### src/rtl/seq_mul.sv
// Purpose: sequential shift-and-add multiplier, one multiplier bit per cycle, LSB first.
// Latency: done pulses WIDTH rising edges after the edge that samples start; Res is updated on that same edge.
// Backpressure: none; start is honoured in IDLE or DONE and ignored while busy (RUN).
//
// Ports:
//   clk        - clock, all state changes on its rising edge
//   reset      - asynchronous active-high reset
//   start      - request to begin a multiplication
//   A, B       - multiplicand / multiplier, WIDTH bits, latched on the accepting edge
//   sign_mode  - present only with MUL_SIGNED_EN defined; 1 = two's-complement operands
//   busy       - high exactly while the operation runs
//   done       - one-cycle completion pulse
//   Res        - registered 2*WIDTH-bit product, held until the next completed operation
//
// Configuration: define MUL_SIGNED_EN to add the sign_mode port and signed support
// (magnitudes are multiplied, the product is negated at completion if the signs differ).

module seq_mul #(
    parameter int WIDTH = 16
) (
    input  logic                 clk,
    input  logic                 reset,
    input  logic                 start,
    input  logic [WIDTH-1:0]     A,
    input  logic [WIDTH-1:0]     B,
`ifdef MUL_SIGNED_EN
    input  logic                 sign_mode,
`endif
    output logic                 busy,
    output logic                 done,
    output logic [2*WIDTH-1:0]   Res
);

    localparam int PW    = 2 * WIDTH;
    localparam int CNT_W = $clog2(WIDTH + 1);

    typedef enum logic [1:0] {
        IDLE = 2'd0,
        RUN  = 2'd1,
        DONE = 2'd2
    } state_t;

    state_t state;
    state_t state_nxt;

    logic [PW-1:0]    acc;
    logic [PW-1:0]    mcand;
    logic [WIDTH-1:0] mplier;
    logic [CNT_W-1:0] cnt;

    logic             accept;
    logic             last;
    logic [PW-1:0]    acc_sum;
    logic [PW-1:0]    product;
    logic [WIDTH-1:0] a_mag;
    logic [WIDTH-1:0] b_mag;

    // A new operation can begin from IDLE or DONE; start during RUN is dropped.
    assign accept = start && (state != RUN);
    // cnt counts processed bits; the bit handled on this edge is the final one.
    assign last   = (state == RUN) && (cnt == CNT_W'(WIDTH - 1));

    // Accumulator value including the multiplier bit processed on this edge.
    assign acc_sum = acc + (mplier[0] ? mcand : '0);

`ifdef MUL_SIGNED_EN
    logic neg;
    logic neg_nxt;

    // Magnitudes: negating the most negative value wraps to 2^(WIDTH-1), which
    // is the correct unsigned magnitude, so that operand needs no special case.
    assign a_mag   = (sign_mode && A[WIDTH-1]) ? -A : A;
    assign b_mag   = (sign_mode && B[WIDTH-1]) ? -B : B;
    assign neg_nxt = sign_mode && (A[WIDTH-1] ^ B[WIDTH-1]);
    assign product = neg ? -acc_sum : acc_sum;

    always_ff @(posedge clk or posedge reset) begin
        if (reset) begin
            neg <= 1'b0;
        end else if (accept) begin
            neg <= neg_nxt;
        end
    end
`else
    assign a_mag   = A;
    assign b_mag   = B;
    assign product = acc_sum;
`endif

    // State register.
    always_ff @(posedge clk or posedge reset) begin
        if (reset) begin
            state <= IDLE;
        end else begin
            state <= state_nxt;
        end
    end

    // Next-state logic.
    always_comb begin
        state_nxt = state;
        case (state)
            IDLE:    state_nxt = start ? RUN : IDLE;
            RUN:     state_nxt = last ? DONE : RUN;
            DONE:    state_nxt = start ? RUN : IDLE;
            default: state_nxt = IDLE;
        endcase
    end

    // Output logic.
    always_comb begin
        busy = (state == RUN);
        done = (state == DONE);
    end

    // Datapath: operand latch, shift-and-add, and result register. Res is only
    // written on the final RUN edge so partial sums never become visible.
    always_ff @(posedge clk or posedge reset) begin
        if (reset) begin
            acc    <= '0;
            mcand  <= '0;
            mplier <= '0;
            cnt    <= '0;
            Res    <= '0;
        end else if (accept) begin
            acc    <= '0;
            mcand  <= {{WIDTH{1'b0}}, a_mag};
            mplier <= b_mag;
            cnt    <= '0;
        end else if (state == RUN) begin
            acc    <= acc_sum;
            mcand  <= mcand << 1;
            mplier <= mplier >> 1;
            cnt    <= cnt + CNT_W'(1);
            if (last) begin
                Res <= product;
            end
        end
    end

endmodule

### config.mk
export PLATFORM = sky130hd
export DESIGN_NAME = seq_mul
export DESIGN_NICKNAME = d
export VERILOG_FILES = /design/src/rtl/seq_mul.sv
export SDC_FILE = /design/constraint.sdc
export NUM_CORES = 1
export LEC_CHECK = 0
export CAP_MARGIN = 10
export CORE_UTILIZATION = 57
export CTS_CLUSTER_SIZE = 30
export DETAILED_ROUTE_END_ITERATION = 7
export HOLD_SLACK_MARGIN = 0.05
export PLACE_DENSITY = 0.79
export SETUP_SLACK_MARGIN = 0.02
export SLEW_MARGIN = 20
export SYNTH_ARGS = -nofsm -noshare
export SYNTH_HDL_FRONTEND = slang
export SYNTH_SLANG_ARGS = --single-unit
export TNS_END_PERCENT = 20
### constraint.sdc
create_clock -name clk -period 5.4 [get_ports clk]
set_clock_uncertainty 0.1 [all_clocks]
set_input_delay 1.08 -clock clk [delete_from_list [all_inputs] [get_ports clk]]
set_output_delay 1.08 -clock clk [all_outputs]
set_load 0.005 [all_outputs]
Yosys cells after proc, flatten, opt, wreduce, memory -nomap -nowiden
Cells that the tools add are included.
{"block": "op_classes", "add_sub_neg": 2, "n_eq_ne": 4, "n_mux": 12, "bitwise": 1, "n_reduce_logical": 6}
{"operator": "2-to-1 mux 32 bit", "n": 5}
{"operator": "adder 32 bit", "n": 1}
{"operator": "2-to-1 mux 16 bit", "n": 2}
{"operator": "2-to-1 mux 5 bit", "n": 2}
{"operator": "adder 5 x 1 -> 5 bit (second input constant)", "n": 1}
{"operator": "== test 5 x 4 -> 1 bit (second input constant)", "n": 1}
{"operator": "one-hot mux 2 bit (2 select lines)", "n": 1}
{"operator": "AND reduction 3 bit", "n": 1}
{"operator": "== test 2 x 1 -> 1 bit (second input constant)", "n": 1}
{"operator": "== test 2 bit (second input constant)", "n": 1}
{"operator": "logical AND 1 bit", "n": 2}
{"operator": "logical NOT 2 bit", "n": 1}
{"operator": "2-to-1 mux 2 bit", "n": 1}
{"operator": "!= test 2 x 1 -> 1 bit (second input constant)", "n": 1}
{"operator": "nonzero test 2 bit", "n": 1}
{"operator": "OR reduction 2 bit", "n": 1}
{"operator": "2-to-1 mux 1 bit", "n": 1}
{"operator": "inverter 1 bit", "n": 1}
{"block": "totals", "reg_bits": 119, "input_bits": 35, "output_inout_bits": 34}

Longest topological paths before layout
Gate-level depths: netlist of the first run.
{"block": "logic_depth", "word_depth": 4, "mapped_depth": 12, "mapped_depth_nobuf": 11}

Worst setup path before layout of the first run
Ideal clock, no wire load.
{"block": "synth_timing", "kind": "reg-to-reg", "startpoint": "register mplier[0]", "endpoint": "register Res[31]", "setup_ps": 125, "arrival_ps": 2823, "t_required_ps": 5175, "slack_ps": 2353, "path_stages_with_launch": 12, "n_path_buf": 1, "synth_period_minus_slack_ps": 3047, "path_cell_list": "dfrtp_1 clkbuf_1 and2_1 ha_1 o211ai_1 o21ai_1 a21o_1 o211ai_2 a2111oi_1 nor2_1 xnor3_1 mux2_2"}
{"block": "synth_via", "elab_chain_cells": 2}
{"item": "from (decl)", "line_no": "48", "rtl": "logic [WIDTH-1:0] mplier;"}
{"item": "from (signal assigned)", "line_no": "128", "rtl": "mplier <= b_mag;"}
{"item": "from (signal assigned)", "line_no": "133", "rtl": "mplier <= mplier >> 1;"}
{"item": "2-to-1 mux 32 bit", "line_no": "64", "rtl": "assign acc_sum = acc + (mplier[0] ? mcand : '0);"}
{"item": "adder 32 bit", "line_no": "64"}
{"item": "to (signal assigned)", "line_no": "136", "rtl": "Res <= product;"}
{"item": "to (decl)", "line_no": "31", "rtl": "output logic [2*WIDTH-1:0] Res"}
Every way passes these cells.
A chain may end at the register's enable or synchronous reset.

Worst setup path in the final report of the first run
{"block": "layout_timing", "startpoint": "register mplier[0]", "endpoint": "register acc[30]"}
{"block": "layout_via", "elab_chain_cells": 4}
{"item": "2-to-1 mux 32 bit", "line_no": "64"}
{"item": "adder 32 bit", "line_no": "64"}
{"item": "2-to-1 mux 32 bit", "line_no": "130", "rtl": "end else if (state == RUN) begin"}
{"item": "2-to-1 mux 32 bit", "line_no": "125", "rtl": "end else if (accept) begin"}
{"item": "to (signal assigned)", "line_no": "131", "rtl": "acc <= acc_sum;"}
{"item": "to (decl)", "line_no": "46", "rtl": "logic [PW-1:0] acc;"}
Every way passes these cells. The select of a mux whose other input is x is not followed.

==> results of run 1 <==
-- cells in the final DEF (no fill, tap or decap), drive strengths merged, types with 7 or more instances in the layout --
master,n
inv,14
a21o,17
o21ai,101
ha,33
nand4,11
clkbuf,22
mux2i,32
a21oi,33
o21bai,9
nand3,12
and2,32
nand2,116
nor2,24
xnor2,12
nand3b,47
xor2,16
and3,7
dfrtp,119
clkdlybuf4s50,67
-- metal layers --
layer  wire length, um  track usage [%]  vias up
li1                  -                -     2650
met1              7070             35.9     2570
met2              7050             41.4      156
met3               840             6.97       29
met4               308             9.96        0
met5                 0                0        -
-- logic make-up (layout without fill, tap and decap cells) --
logic type | Yosys count | after routing | synth area share [%]
simple gates | 267 | 267 | 20.3
compound gates | 185 | 185 | 16.1
flops | 119 | 119 | 44.4
buf+inv | 57 | 116 | 3.32
mux | 36 | 36 | 5.45
fa+ha+maj | 34 | 34 | 6.46
xor+xnor | 29 | 29 | 3.99
-- power by group --
group | switching [mW] | internal (mW) | total, mW
Sequential | 0.269 | 1.27 | 1.54
Clock | 0.392 | 0.754 | 1.15
Combinational | 0.954 | 0.693 | 1.65
Total | 1.61 | 2.72 | 4.33
-- how the worst max path moves through the flow --
stage | start | end | slack, ps
after floorplan | reset | Res[0]$_DFFE_PP0P_ | 1060
after global placement | mplier[0]$_DFFE_PP0P_ | Res[30]$_DFFE_PP0P_ | 1790
after detailed placement | mplier[0]$_DFFE_PP0P_ | Res[30]$_DFFE_PP0P_ | 1680
after CTS | mplier[0]$_DFFE_PP0P_ | acc[30]$_DFFE_PP0P_ | 1650
after global routing | mplier[0]$_DFFE_PP0P_ | Res[26]$_DFFE_PP0P_ | 1340
final | mplier[0]$_DFFE_PP0P_ | acc[30]$_DFFE_PP0P_ | 1640
-- area by class of cell --
class,instances,area [um2]
Clock buffer,22,474
Clock inverter,8,123
Fill cell,893,3380
Inverter,14,55.1
Multi-Input combinational cell,551,3510
Sequential cell,119,2980
Tap cell,143,179
Timing Repair Buffer,72,718
-- sequential cells by signal, summed over array words and instances, names as in the netlist --
name / cells
Res: 32
cnt: 5
acc: 32
state: 2
mcand: 32
mplier: 16
-- worst max-delay path: stages, from the launching register on --
cell	delay, ps
sky130_fd_sc_hd__dfrtp_1	690
sky130_fd_sc_hd__and2_1	290
sky130_fd_sc_hd__ha_1	210
sky130_fd_sc_hd__fa_1	430
sky130_fd_sc_hd__a21oi_1	210
sky130_fd_sc_hd__nor2_1	90
sky130_fd_sc_hd__o31ai_1	350
sky130_fd_sc_hd__nand4_1	250
sky130_fd_sc_hd__a21boi_0	490
sky130_fd_sc_hd__o21ai_0	200
sky130_fd_sc_hd__xnor2_1	180
sky130_fd_sc_hd__o21ai_0	100
-- metrics by stage --
step                      util (%)  power [mW]  worst slack [ps]  area [um2]
after floorplan                  -        2.62              1060        6710
after global placement        65.2        3.08              1790        7440
after detailed placement      65.2        3.18              1680        7440
after CTS                     70.4        4.35              1650        8040
after global routing          70.4        4.65              1340        8040
final                         70.4        4.33              1640        8040
==> flow_summary.rst, run 1 <==
.. list-table::
   :header-rows: 1

   * - Metric
     - Value
   * - Average via count per standard cell
     - between 5 and 6
   * - Clk pin slew, worst setup/hold paths
     - 50 ps
   * - Initial core utilization
     - approximately three fifths
   * - Average wire per cell in the routed design
     - between 15 and 20 um
   * - Netlist cell types
     - 51
   * - Number of enable-type register cells in the synthesized netlist
     - 0
   * - Overall die area
     - 0.0122 mm2
   * - Drt total wl
     - 15300 um
   * - CTS-repair resized insts
     - 0
   * - Largest area contributor in the netlist
     - sky130_fd_sc_hd__dfrtp_1
   * - Final setup violation count
     - 0
   * - Asr flop ratio synth
     - 100%
   * - RePlAce Congestion
     - between 0.9 and 1
   * - Max Cap Viol
     - 0
   * - Maximum fanout encountered on the critical timing path
     - 33
   * - Clock root buffer
     - sky130_fd_sc_hd__clkbuf_16
   * - Setup repair after global routing missed its margin
     - no
   * - Type of the setup path with the least slack
     - flop to flop
   * - Remaining max-slew budget at the tightest pin
     - 33.6%
   * - Routed vias
     - approximately 5400
   * - Seq/Total Area, Yosys
     - approximately 44%
   * - Y dimension of the die
     - about 110 um
   * - Global routing usage summed across all routing layers
     - 26.6%
   * - Most frequent cells after synthesis
     - sky130_fd_sc_hd__dfrtp_1, sky130_fd_sc_hd__nand2_1, sky130_fd_sc_hd__o21ai_0
   * - Critical path data required time
     - ~5600 ps
   * - Setup_tns
     - 0 ps
   * - CTS max path bufs
     - 2
   * - Crit. End Element
     - flop
   * - Worst-margin pin slew
     - 993 ps
   * - Register-to-register setup slack
     - between 1500 and 2000 ps
   * - TritonCTS clock tree
     - built
   * - Drc violations
     - 0
   * - Antenna Nets Post-Route
     - 0
   * - Hold endpoint
     - Res[24]$_DFFE_PP0P_
   * - Count of final max-slew check failures
     - 0
   * - Number of buffers inserted for hold repair after clock tree synthesis
     - 0
   * - DRC marker count from the first detailed-route iteration
     - approximately 400
   * - Number of cells on the worst reg-to-reg path
     - 11
   * - Final worst hold slack
     - between 300 and 400 ps
   * - Largest vdd supply drop
     - 0.534 mV
   * - Core Box Area
     - about 0.011 mm2
   * - Syn Nets
     - approximately 800
   * - Synthesis Warnings
     - 0
   * - Cells taking the most area after synthesis
     - sky130_fd_sc_hd__dfrtp_1, sky130_fd_sc_hd__o21ai_0, sky130_fd_sc_hd__nand2_1
   * - Final cell count without fillers
     - approximately 930
   * - Critical path launch point type
     - flop
   * - Buffers added on ports
     - 68
   * - Total power per unit cell area
     - roughly 540 mW/mm2
   * - Fraction of layout instances using a drive strength above 1
     - 5.73%
   * - Depth of the CTS H-tree
     - 4
   * - Highest clock rate
     - roughly 270 MHz
   * - Critical path arrival
     - just under 4000 ps
   * - Worst-skew pair later-pin latency
     - between 400 and 500 ps
   * - Tightest Hold Check Type
     - flop to flop
   * - Synthesized netlist cell count
     - ~730
   * - Predominant post-synthesis flop cell
     - sky130_fd_sc_hd__dfrtp_1
   * - Reg2Reg Launch Point
     - mplier[0]$_DFFE_PP0P_
   * - Inserted Diodes
     - 0
   * - Synthesized area divided by synthesized cell count
     - just over 9 um2
   * - Final worst path period share
     - approximately 70%
   * - DP Wirelength
     - ~10000 um
   * - Wire length of the first global-routing pass
     - between 20000 and 30000 um
   * - Boundary pin count
     - 69
   * - Pin count of the biggest net entering global routing
     - 120
   * - Cell area after synthesis
     - approximately 0.0067 mm2
   * - Top-area cell type share of the netlist area
     - approximately 44%
   * - Post-synthesis sequential element count
     - around 120
   * - Number of failing hold endpoints at the final stage
     - 0
   * - Area added between synthesis and finish
     - 19.9%
   * - Leak
     - approximately 3.8 nW
   * - Initial antenna violation count
     - 0
   * - Top-count cell post-synth
     - sky130_fd_sc_hd__dfrtp_1
   * - Number of buffers inserted to repair setup after CTS
     - 0
   * - Number of global-route vias before repair
     - between 5000 and 6000
   * - Reg-to-Reg End
     - acc[30]$_DFFE_PP0P_
   * - First-pass DRT Iterations
     - 5
   * - Hold Startpoint
     - Res[24]$_DFFE_PP0P_
   * - Minimum clock period
     - roughly 3800 ps
   * - Total clock buffers created by CTS
     - 17
   * - Total Nets Final
     - around 840
   * - Die X-Extent
     - around 110 um
   * - WHS Path Cells
     - 2
   * - Placed insts
     - around 900
   * - Std cell rows
     - 39
   * - Run status
     - complete, no violations
   * - Remaining global-route overflow
     - 0
   * - Sink Count
     - 119
Note: power is estimated with default switching activity, not from simulation.
==> run 2, diff against run 1 <==
==> constraint.sdc (replaced) <==
create_clock -name clk -period 3.9 [get_ports clk]
set_clock_uncertainty 0.1 [all_clocks]
set_input_delay 0.78 -clock clk [delete_from_list [all_inputs] [get_ports clk]]
set_output_delay 0.78 -clock clk [all_outputs]
set_load 0.005 [all_outputs]
==> run 2 against run 1 <==
Register-to-register slack lost 1300 ps. Largest cell class unchanged. Critical path depth is the same. Sequential cell count is the same. Cell count grew 0.54%. Non-clock buffer count grew 4. Maximum frequency grew 4.8%.
==> flow_summary.rst, run 2 (synthesized netlist as in run 1, its figures left out) <==
.. list-table::
   :header-rows: 1

   * - Metric
     - Value
   * - Final setup violation count
     - 0
   * - Hold endpoint
     - Res[16]$_DFFE_PP0P_
   * - Sink Count
     - ~120
   * - Placed cell area
     - approximately 0.0075 mm2
   * - Reg2Reg Launch Point
     - mplier[0]$_DFFE_PP0P_
   * - Fraction of layout instances using a drive strength above 1
     - roughly 6.6%
   * - Run status
     - complete, no violations
   * - Boundary pin count
     - between 60 and 70
   * - Worst-skew pair later-pin latency
     - 430 ps
   * - Reg-to-Reg End
     - Res[31]$_DFFE_PP0P_
   * - Overall die area
     - approximately 0.012 mm2
   * - WHS Path Cells
     - 2
   * - Area added between synthesis and finish
     - 20.6%
   * - Slowest stage delay, CP
     - 620 ps
   * - Buffers added on ports
     - 68
   * - Tightest Hold Check Type
     - flop to flop
   * - Depth of the CTS H-tree
     - 4
   * - Average via count per standard cell
     - approximately 6
   * - Ordered list of cells on the worst path
     - buf_4 > and2_1 > ha_1 > a21o_1 > a21oi_1 > nor2_1 > o211ai_2 > a2111oi_1 > nor2_1 > xnor3_1 > mux2_2
   * - Hold Startpoint
     - Res[16]$_DFFE_PP0P_
   * - Largest vdd supply drop
     - between 0.5 and 0.6 mV
   * - Top cell by count, worst path
     - sky130_fd_sc_hd__nor2_1
   * - Commonest cells after routing, fill and taps aside
     - sky130_fd_sc_hd__dfrtp_1, sky130_fd_sc_hd__nand2_1, sky130_fd_sc_hd__o21ai_0, sky130_fd_sc_hd__clkdlybuf4s50_1, sky130_fd_sc_hd__nand3b_1
   * - Drt total wl
     - 15300 um
   * - Initial antenna violation count
     - 0
   * - Clock root buffer
     - sky130_fd_sc_hd__clkbuf_16
   * - Setup_tns
     - 0 ps
   * - Minimum clock period
     - ~3600 ps
   * - Number of failing hold endpoints at the final stage
     - 0
   * - Core Box Area
     - 0.0114 mm2
   * - Type of the setup path with the least slack
     - flop to flop
   * - Count of final max-slew check failures
     - 0
   * - First-pass DRT Iterations
     - 5
   * - Total Nets Final
     - about 850
   * - Number of global-route vias before repair
     - approximately 5400
   * - Critical path launch point type
     - flop
   * - Max Cap Viol
     - 0
   * - Leak
     - between 3 and 4 nW
   * - Worst-margin pin slew
     - 784 ps
   * - DP Wirelength
     - between 10000 and 15000 um
   * - Pin count of the biggest net entering global routing
     - just over 90
   * - Number of buffers inserted for hold repair after clock tree synthesis
     - 0
   * - Final worst path period share
     - between 90% and 100%
   * - Die X-Extent
     - ~110 um
   * - Antenna Nets Post-Route
     - 0
   * - Y dimension of the die
     - ~110 um
   * - Total power per unit cell area
     - 745 mW/mm2
   * - Initial core utilization
     - between 50% and 60%
   * - TritonCTS clock tree
     - built
   * - RePlAce Congestion
     - ~0.85
   * - Critical path arrival
     - around 3800 ps
   * - Clk pin slew, worst setup/hold paths
     - around 60 ps
   * - Wire length of the first global-routing pass
     - 26300 um
   * - Bufs and invs on worst path
     - 1
   * - CTS max path bufs
     - 2
   * - Maximum fanout encountered on the critical timing path
     - 24
   * - Final Instance Area
     - roughly 0.008 mm2
   * - Global routing usage summed across all routing layers
     - between 20% and 30%
   * - Register-to-register setup slack
     - 310 ps
   * - Remaining max-slew budget at the tightest pin
     - between 40 and 50%
   * - Routed vias
     - 5444
   * - DRC marker count from the first detailed-route iteration
     - 415
   * - Total clock buffers created by CTS
     - 17
   * - Setup repair after global routing missed its margin
     - yes
   * - Critical path data required time
     - 4110 ps
   * - Drc violations
     - 0
   * - Std cell rows
     - 39
   * - Inserted Diodes
     - 0
   * - Highest clock rate
     - approximately 280 MHz
   * - Filler cell count
     - 878
   * - Largest registers ranked by flip-flop count
     - Res: 32 flops, acc: 32 flops, mcand: 32 flops
   * - Remaining global-route overflow
     - 0
   * - Crit. End Element
     - flop
   * - Max stage delay cell, worst path
     - sky130_fd_sc_hd__dfrtp_1
   * - Most common library cell in the layout ignoring fill and taps
     - sky130_fd_sc_hd__dfrtp_1
   * - Average wire per cell in the routed design
     - approximately 16 um
   * - Kind of cell with the highest combined delay on the critical path
     - compound AO/OA/AOI/OAI gates
   * - Number of cells on the worst reg-to-reg path
     - 11
[run 2: timing repair]
item,CTS,global route
gates resized for setup,0,1
buffers inserted,0,0
setup endpoints to repair,0,5
[run 2: metal layers]
| layer | routed length [um] | part of all wire, % | vias up | track usage, % |
|---|---|---|---|---|
| met4 | 329 | 2.2 | 0 | 11.7 |
| met2 | 6970 | 46 | 130 | 40.1 |
| met1 | 7370 | 48 | 2628 | 37.7 |
| met3 | 614 | 4.0 | 32 | 5.82 |
| met5 | 0 | 0 | - | 0 |
| li1 | - | - | 2654 | - |
[run 2: through the flow]
step	cells	power (mW)	utilization (%)	hold WS [ps]	setup WS (ps)
CTS	934	6.05	70.9	381	300
global route	934	6.46	70.9	397	7.34
floorplan	727	3.63	-	349	853
global placement	903	4.31	65.5	361	447
finish	934	6.02	70.9	372	312
detailed placement	903	4.43	65.5	370	301
[run 2: cell type report]
type | instances | area (um2) | area share [%]
Clock inverter | 12 | 153 | 1.89
Clock buffer | 19 | 453 | 5.60
Inverter | 14 | 56.3 | 0.696
Sequential cell | 119 | 2980 | 36.8
Timing Repair Buffer | 76 | 761 | 9.40
Tap cell | 143 | 179 | 2.21
Multi-Input combinational cell | 551 | 3510 | 43.4
[run 2: worst max-delay path by stage]
stage,start,endpoint,slack (ps),cells after the start
CTS,mplier[0]$_DFFE_PP0P_,Res[30]$_DFFE_PP0P_,300,11
detailed placement,mplier[0]$_DFFE_PP0P_,acc[30]$_DFFE_PP0P_,300,11
global placement,mplier[0]$_DFFE_PP0P_,Res[30]$_DFFE_PP0P_,450,11
floorplan,mplier[0]$_DFFE_PP0P_,Res[31]$_DFFE_PP0P_,850,11
finish,mplier[0]$_DFFE_PP0P_,Res[31]$_DFFE_PP0P_,310,11
global route,mplier[0]$_DFFE_PP0P_,Res[31]$_DFFE_PP0P_,7,11
[run 2: where the power goes]
part           leakage (nW)  switching, mW  total (mW)  internal [mW]
clock                 0.287          0.576        1.61           1.03
combinational          1.99           1.33        2.30          0.970
sequential             1.54          0.366        2.12           1.76
total                  3.82           2.27        6.02           3.76
[run 2: worst min-delay path, cell delays in order (launching register included)]
cell                      delay (ps)
sky130_fd_sc_hd__dfrtp_1         330
sky130_fd_sc_hd__nand2_1          40
sky130_fd_sc_hd__o21ai_0          60
